$ cat src/rtl/vm1_qbus_slave.sv
// Qbus/MPI target for the vm1 initiator: latches the address on SYNC, decodes a
// word-aligned window and answers DATI/DATO(B)/DATIO from an internal word RAM.
module vm1_qbus_slave #(
  parameter logic [15:0] BASE_ADDR = 16'o100000,
  parameter int unsigned AW        = 6,
  parameter int unsigned WAIT      = 0
) (
  input  logic        pin_clk,
  input  logic        pin_init,
  input  logic [15:0] pin_ad_in,
  output logic [15:0] pin_ad_out,
  output logic        pin_ad_ena,
  input  logic        pin_sync_in,
  input  logic        pin_din_in,
  input  logic        pin_dout_in,
  input  logic        pin_wtbt_in,
  output logic        pin_rply_out,
  output logic        pin_sel
);

  typedef enum logic [2:0] {
    ST_IDLE = 3'd0,
    ST_ADDR = 3'd1,
    ST_MISS = 3'd2,
    ST_WAIT = 3'd3,
    ST_RD   = 3'd4,
    ST_WR   = 3'd5,
    ST_HOLD = 3'd6
  } state_t;

  localparam logic [3:0] WAIT_INIT = 4'(WAIT);

  state_t      state_q,  state_d;
  logic        sync_q,   sync_d;
  logic [AW:0] adr_q,    adr_d;
  logic [3:0]  cnt_q,    cnt_d;
  logic        is_rd_q,  is_rd_d;
  logic [15:0] ad_out_q, ad_out_d;
  logic        ad_ena_q, ad_ena_d;
  logic        rply_q,   rply_d;
  logic        sel_q,    sel_d;

  logic [15:0] mem [2**AW];
  logic [15:0] mem_rdata;
  logic [15:0] wr_word;
  logic        mem_we;
  logic        hit;
  logic        strobe;

  assign mem_rdata = mem[adr_q[AW:1]];
  assign hit       = (pin_ad_in[15:AW+1] == BASE_ADDR[15:AW+1]);
  // the strobe that opened the current data phase decides when it ends
  assign strobe    = is_rd_q ? pin_din_in : pin_dout_in;

  always_comb begin
    wr_word = mem_rdata;
    if (!pin_wtbt_in) begin
      wr_word = pin_ad_in;
    end else if (adr_q[0]) begin
      wr_word[15:8] = pin_ad_in[15:8];
    end else begin
      wr_word[7:0] = pin_ad_in[7:0];
    end
  end

  always_comb begin
    state_d  = state_q;
    sync_d   = pin_sync_in;
    adr_d    = adr_q;
    cnt_d    = cnt_q;
    is_rd_d  = is_rd_q;
    ad_out_d = ad_out_q;
    ad_ena_d = ad_ena_q;
    rply_d   = rply_q;
    sel_d    = sel_q;
    mem_we   = 1'b0;

    if (!pin_sync_in) begin
      // end of bus cycle overrides everything, including a pending write
      state_d  = ST_IDLE;
      cnt_d    = '0;
      ad_out_d = '0;
      ad_ena_d = 1'b0;
      rply_d   = 1'b0;
      sel_d    = 1'b0;
    end else begin
      case (state_q)
        ST_IDLE: begin
          if (!sync_q) begin
            adr_d = pin_ad_in[AW:0];
            if (hit) begin
              state_d = ST_ADDR;
              sel_d   = 1'b1;
            end else begin
              state_d = ST_MISS;
            end
          end
        end
        ST_MISS: begin
          state_d = ST_MISS;
        end
        ST_ADDR: begin
          if (pin_din_in && pin_dout_in) begin
            state_d = ST_MISS;
            sel_d   = 1'b0;
          end else if (pin_din_in || pin_dout_in) begin
            is_rd_d = pin_din_in;
            if (WAIT == 0) begin
              state_d = pin_din_in ? ST_RD : ST_WR;
            end else begin
              cnt_d   = WAIT_INIT;
              state_d = ST_WAIT;
            end
          end
        end
        ST_WAIT: begin
          cnt_d = cnt_q - 4'd1;
          if (!strobe) begin
            state_d = ST_ADDR;
          end else if (cnt_q == 4'd1) begin
            state_d = is_rd_q ? ST_RD : ST_WR;
          end
        end
        ST_RD: begin
          if (!pin_din_in) begin
            state_d = ST_ADDR;
          end else begin
            ad_out_d = mem_rdata;
            ad_ena_d = 1'b1;
            rply_d   = 1'b1;
            state_d  = ST_HOLD;
          end
        end
        ST_WR: begin
          if (!pin_dout_in) begin
            state_d = ST_ADDR;
          end else begin
            mem_we  = 1'b1;
            rply_d  = 1'b1;
            state_d = ST_HOLD;
          end
        end
        ST_HOLD: begin
          if (!strobe) begin
            ad_out_d = '0;
            ad_ena_d = 1'b0;
            rply_d   = 1'b0;
            state_d  = ST_ADDR;
          end
        end
        default: begin
          state_d = ST_IDLE;
        end
      endcase
    end
  end

  always_ff @(posedge pin_clk or posedge pin_init) begin
    if (pin_init) begin
      state_q  <= ST_IDLE;
      sync_q   <= 1'b0;
      adr_q    <= '0;
      cnt_q    <= '0;
      is_rd_q  <= 1'b0;
      ad_out_q <= '0;
      ad_ena_q <= 1'b0;
      rply_q   <= 1'b0;
      sel_q    <= 1'b0;
    end else begin
      state_q  <= state_d;
      sync_q   <= sync_d;
      adr_q    <= adr_d;
      cnt_q    <= cnt_d;
      is_rd_q  <= is_rd_d;
      ad_out_q <= ad_out_d;
      ad_ena_q <= ad_ena_d;
      rply_q   <= rply_d;
      sel_q    <= sel_d;
    end
  end

  // RAM contents survive reset; mem_we is only raised from ST_WR
  always_ff @(posedge pin_clk) begin
    if (mem_we) begin
      mem[adr_q[AW:1]] <= wr_word;
    end
  end

  assign pin_ad_out   = ad_out_q;
  assign pin_ad_ena   = ad_ena_q;
  assign pin_rply_out = rply_q;
  assign pin_sel      = sel_q;

endmodule

$ cat config.mk
export PLATFORM = sky130hd
export DESIGN_NAME = vm1_qbus_slave
export DESIGN_NICKNAME = d
export VERILOG_FILES = /design/src/rtl/vm1_qbus_slave.sv
export SDC_FILE = /design/constraint.sdc
export NUM_CORES = 1
export LEC_CHECK = 0
export CORE_MARGIN = 5
export CORE_UTILIZATION = 58
export CTS_BUF_LIST = sky130_fd_sc_hd__clkbuf_4 sky130_fd_sc_hd__clkbuf_8 sky130_fd_sc_hd__clkbuf_16
export DETAILED_ROUTE_END_ITERATION = 16
export PLACE_DENSITY = 0.74
export SLEW_MARGIN = 20
export SYNTH_ARGS = -nofsm -noshare
export SYNTH_HDL_FRONTEND = slang
export SYNTH_SLANG_ARGS = --single-unit
$ cat constraint.sdc
create_clock -name pin_clk -period 14.13 [get_ports pin_clk]
set_input_delay 2.1195 -clock pin_clk [delete_from_list [all_inputs] [get_ports pin_clk]]
set_output_delay 2.1195 -clock pin_clk [all_outputs]
set_load 0.05 [all_outputs]
==> run_results.csv <==
group,metric,value,unit
outcome,status,"finished, final reports clean",
synth,ys_seq_area_share,75.8,%
setup_path,crit_slowest_cell,"o21ai_4",
die,coreArea,0.0715,mm²
setup_path,worst-path-buf-inv,3,
timing,rsz0062_at_grt,"no",
power,swShare,26.5,%
layout,num-fill-cells,4681,
power,internal-power,5.54,mW
die,rows,98,
clock_tree,post_cts_buffers,0,
place,portBuffers,40,
setup_path,critPathKind,"register to register",
setup_path,crit_fanout,55,
synth,synthArstFlopShare,3.31,%
min_path,hp-class,"register to register",
clock_tree,cts_tree,"done",
global_routing,grt_max_degree,155,
setup_path,crit_family,"compound AO/OA/AOI/OAI gates",
global_routing,grt_pass1_vias,23559,
power,p_clk_share,36.1,%
place,pre_cts_ws,8.62,ns
clock_tree,clk_pin_slew,0.06,ns
clock_tree,root_buffer,"clkbuf_16",
timing,max_clock_freq,0.175,GHz
timing,min_period,5.72,ns
die,io_pins,41,
power,seqPwrFrac,48.2,%
timing,layout_setup_ws,8.41,ns
power,ir_drop,0.000132,V
power,p_comb_share,15.7,%
global_routing,grt.total_usage,27.3,%
synth,synth_edf_count,1024,
setup_path,required,14.55,ns
clock_tree,cts.htree.levels,3,
detailed_routing,wl,108000,µm
timing,tns,0,ns
synth,synth_area_leader_cell,"edfxtp_1",
synth,synth_cell_type_count,60,
synth,syn-cell-area,0.0417,mm²
clock_tree,cts_hold_buffers,0,
synth,yosys_warnings,0,
timing,clock_skew,0.0431,ns
clock_tree,numCtsBuffers,102,
detailed_routing,wire_per_inst,30.6,µm
clock_tree,cts_buffer_depth,3,
place,dp_hpwl,61600,µm
setup_path,crit_top_cell,"buf_4",
die,die-height,278,µm
timing,finalCritPeriodShare,40.5,%
die,start_util,58.4,%
synth,synth_nets,2459,
global_routing,grt-ovfl-total,0,
power,switching_power,2.00,mW
setup_path,start_kind,"register",
setup_path,cp_cell_sequence,"buf_4, and2_4, buf_4, a221oi_1, o21ai_1, a2111o_1, and4bb_1, o21ai_4, buf_4",
setup_path,max_stage_delay,0.81,ns
detailed_routing,vias,24254,
setup_path,critPathArrivalTime,6.14,ns
synth,syn_inst,2435,
timing,report.final.slew_viol_count,0,
synth,synth_top_area_share,73.7,%
layout,drive_above_1_share,13.2,%
timing,worst_pin_slew,1.10,ns
clock_tree,cts_resized,0,
global_routing,antenna_found_initial,6,
clock_tree,clk_latency,0.68,ns
timing,hold_violations,0,
detailed_routing,routed_via_density,6.88,
detailed_routing,drcViolationCount,0,
layout,area_growth,12.1,%
die,fp.dieArea,0.0774,mm²
power,p_leak,15.3,nW
detailed_routing,ant_nets,0,
power,p_total,7.54,mW
synth,ys_ff_latch,1059,
detailed_routing,drt_iter0_drc,3418,
timing,setup_violations,0,
die,die_x,278,µm
synth,avgSynthCellArea,17.1,µm²
timing,max_slew_margin,27.0,%
clock_tree,numClockSinks,1059,
detailed_routing,firstDrtPassIters,6,
global_routing,grt_first_pass_wirelength,158000,µm
synth,synthFlopType,"edfxtp_1",
synth,synthTopCellsByArea,"edfxtp_1 74%, mux2i_1 6.0%, a221oi_1 3.1%",
place,place.gp.congestion,0.935,
setup_path,crit_path_end_kind,"register",
run,drv_cap,0,
layout,fin_nets,2517,
power,power.density,161,mW/mm²
==> logic make-up after synthesis <==
family | count (synthesis) | share of synthesized area (%)
DFF | 1059 | 75.8
muxes | 270 | 6.72
buffers and inverters | 200 | 2.40
xor gates and xnor gates | 3 | 0.0630
AOI/OAI and AO/OA | 583 | 10.4
adders and majority gates | 2 | 0.0599
and+or+nand+nor | 318 | 4.55
==> final timing paths <==
| path | from | to | slack, ns | depth (start not counted) |
|---|---|---|---|---|
| hold / removal | pin_ad_ena | pin_ad_ena | 0.50 | 2 |
| setup / recovery | adr_q[2] | mem[50][9] | 8.41 | 9 |
| setup reg to reg | adr_q[2] | mem[50][9] | 8.41 | 9 |
| min in group asynchronous | pin_init | pin_ad_out[10] | 1.89 | 3 |
| max in group asynchronous | pin_init | adr_q[2] | 11.79 | 3 |
| hold reg to reg | pin_ad_ena | pin_ad_ena | 0.50 | 2 |
==> power by group through the flow <==
stage / Sequential, mW / Combinational (mW) / Clock, mW
finish: 3.63 / 1.18 / 2.72
global route: 3.63 / 1.24 / 2.87
floorplan: 3.69 / 0.752 / 0
CTS: 3.63 / 1.16 / 2.74
detailed placement: 3.70 / 1.16 / 0
global placement: 3.70 / 1.13 / 0
==> per-stage QoR <==
step	cells	util [%]	cell area, µm²	hold slack, ns
2_1_floorplan	2435	-	41700	0.485
3_3_place_gp	3339	60.7	43400	0.468
3_5_place_dp	3339	60.7	43400	0.487
4_1_cts	3525	65.5	46800	0.507
5_1_grt	3525	65.5	46800	0.528
6_report	3526	65.5	46800	0.500
==> registers in the layout, indices dropped and copies added, names as in the netlist <==
| register | cells |
|---|---|
| adr_q | 7 |
| sync_q | 1 |
| cnt_q | 4 |
| state_q | 3 |
| pin_ad_out | 16 |
| pin_ad_ena | 1 |
| mem | 1024 |
| pin_rply_out | 1 |
| is_rd_q | 1 |
| pin_sel | 1 |
==> tightest hold or removal path, stage by stage (launching register included) <==
cell and delay [ns]:
dfrtp_1 0.35, nand2_1 0.05, nand2_1 0.06
==> cell usage after synthesis (3+ instances only) <==
| cell type | instances |
|---|---|
| a221oi_2 | 11 |
| mux4_2 | 7 |
| nor2b_1 | 8 |
| nand3b_1 | 4 |
| a2111o_1 | 15 |
| a221oi_1 | 148 |
| a32o_1 | 13 |
| o21ai_0 | 74 |
| and2_1 | 7 |
| nand3_1 | 6 |
| buf_2 | 61 |
| and4_1 | 45 |
| nor4b_1 | 46 |
| mux2i_1 | 250 |
| buf_4 | 21 |
| and4bb_1 | 12 |
| clkbuf_1 | 78 |
| nor3_1 | 8 |
| dfrtp_1 | 35 |
| inv_1 | 9 |
| edfxtp_1 | 1024 |
| nand2b_1 | 4 |
| nor4_1 | 3 |
| mux2_2 | 13 |
| a22o_1 | 3 |
| o22ai_1 | 35 |
| o22a_1 | 91 |
| a22oi_1 | 4 |
| a21oi_1 | 11 |
| buf_6 | 13 |
| nand2_1 | 48 |
| buf_1 | 17 |
| a31oi_1 | 137 |
| o21ai_1 | 30 |
| nor2_1 | 114 |
==> metal layers <==
layer / up-vias / wire, µm / global-route usage (%) / part of all wire (%)
li1: 10163 / - / - / -
met4: 6 / 5020 / 11.4 / 4.7
met1: 12283 / 40600 / 37.2 / 38
met3: 270 / 10900 / 6.10 / 10
met5: - / 40 / 0 / 0.037
met2: 1532 / 51100 / 43.2 / 47
==> layout by cell type (no fill, tap or decap), types with 6 or more instances in the layout <==
cell type,count
clkinv_2,20
o22ai_1,35
nor4b_1,46
and2_1,7
clkinv_1,23
nand2_1,48
buf_4,102
clkbuf_4,18
a31oi_1,137
nor2_2,8
clkbuf_16,106
bufinv_16,9
mux4_2,7
mux2_2,12
clkdlybuf4s50_1,40
o22a_1,91
edfxtp_1,1024
inv_1,8
and4_1,45
a21oi_4,7
o21ai_1,25
dfrtp_1,32
nor3_1,7
nor2b_1,6
a32o_1,13
o21ai_0,71
o21ai_4,8
a2111o_1,15
a221oi_1,148
mux2i_1,250
nand3_1,6
a221oi_2,11
nor2_1,106
and4bb_1,12
==> final cells by class <==
cell class	count	area, µm²	area share, %
Antenna cell	1	2.50	0.00535
Multi-Input combinational cell	1176	9350	20.0
Clock inverter	57	522	1.11
Timing Repair Buffer	144	1210	2.58
Sequential cell	1059	31600	67.6
Tap cell	950	1190	2.54
Inverter	10	37.5	0.0802
Clock buffer	129	2860	6.10
(Power assumes the default switching activity.)
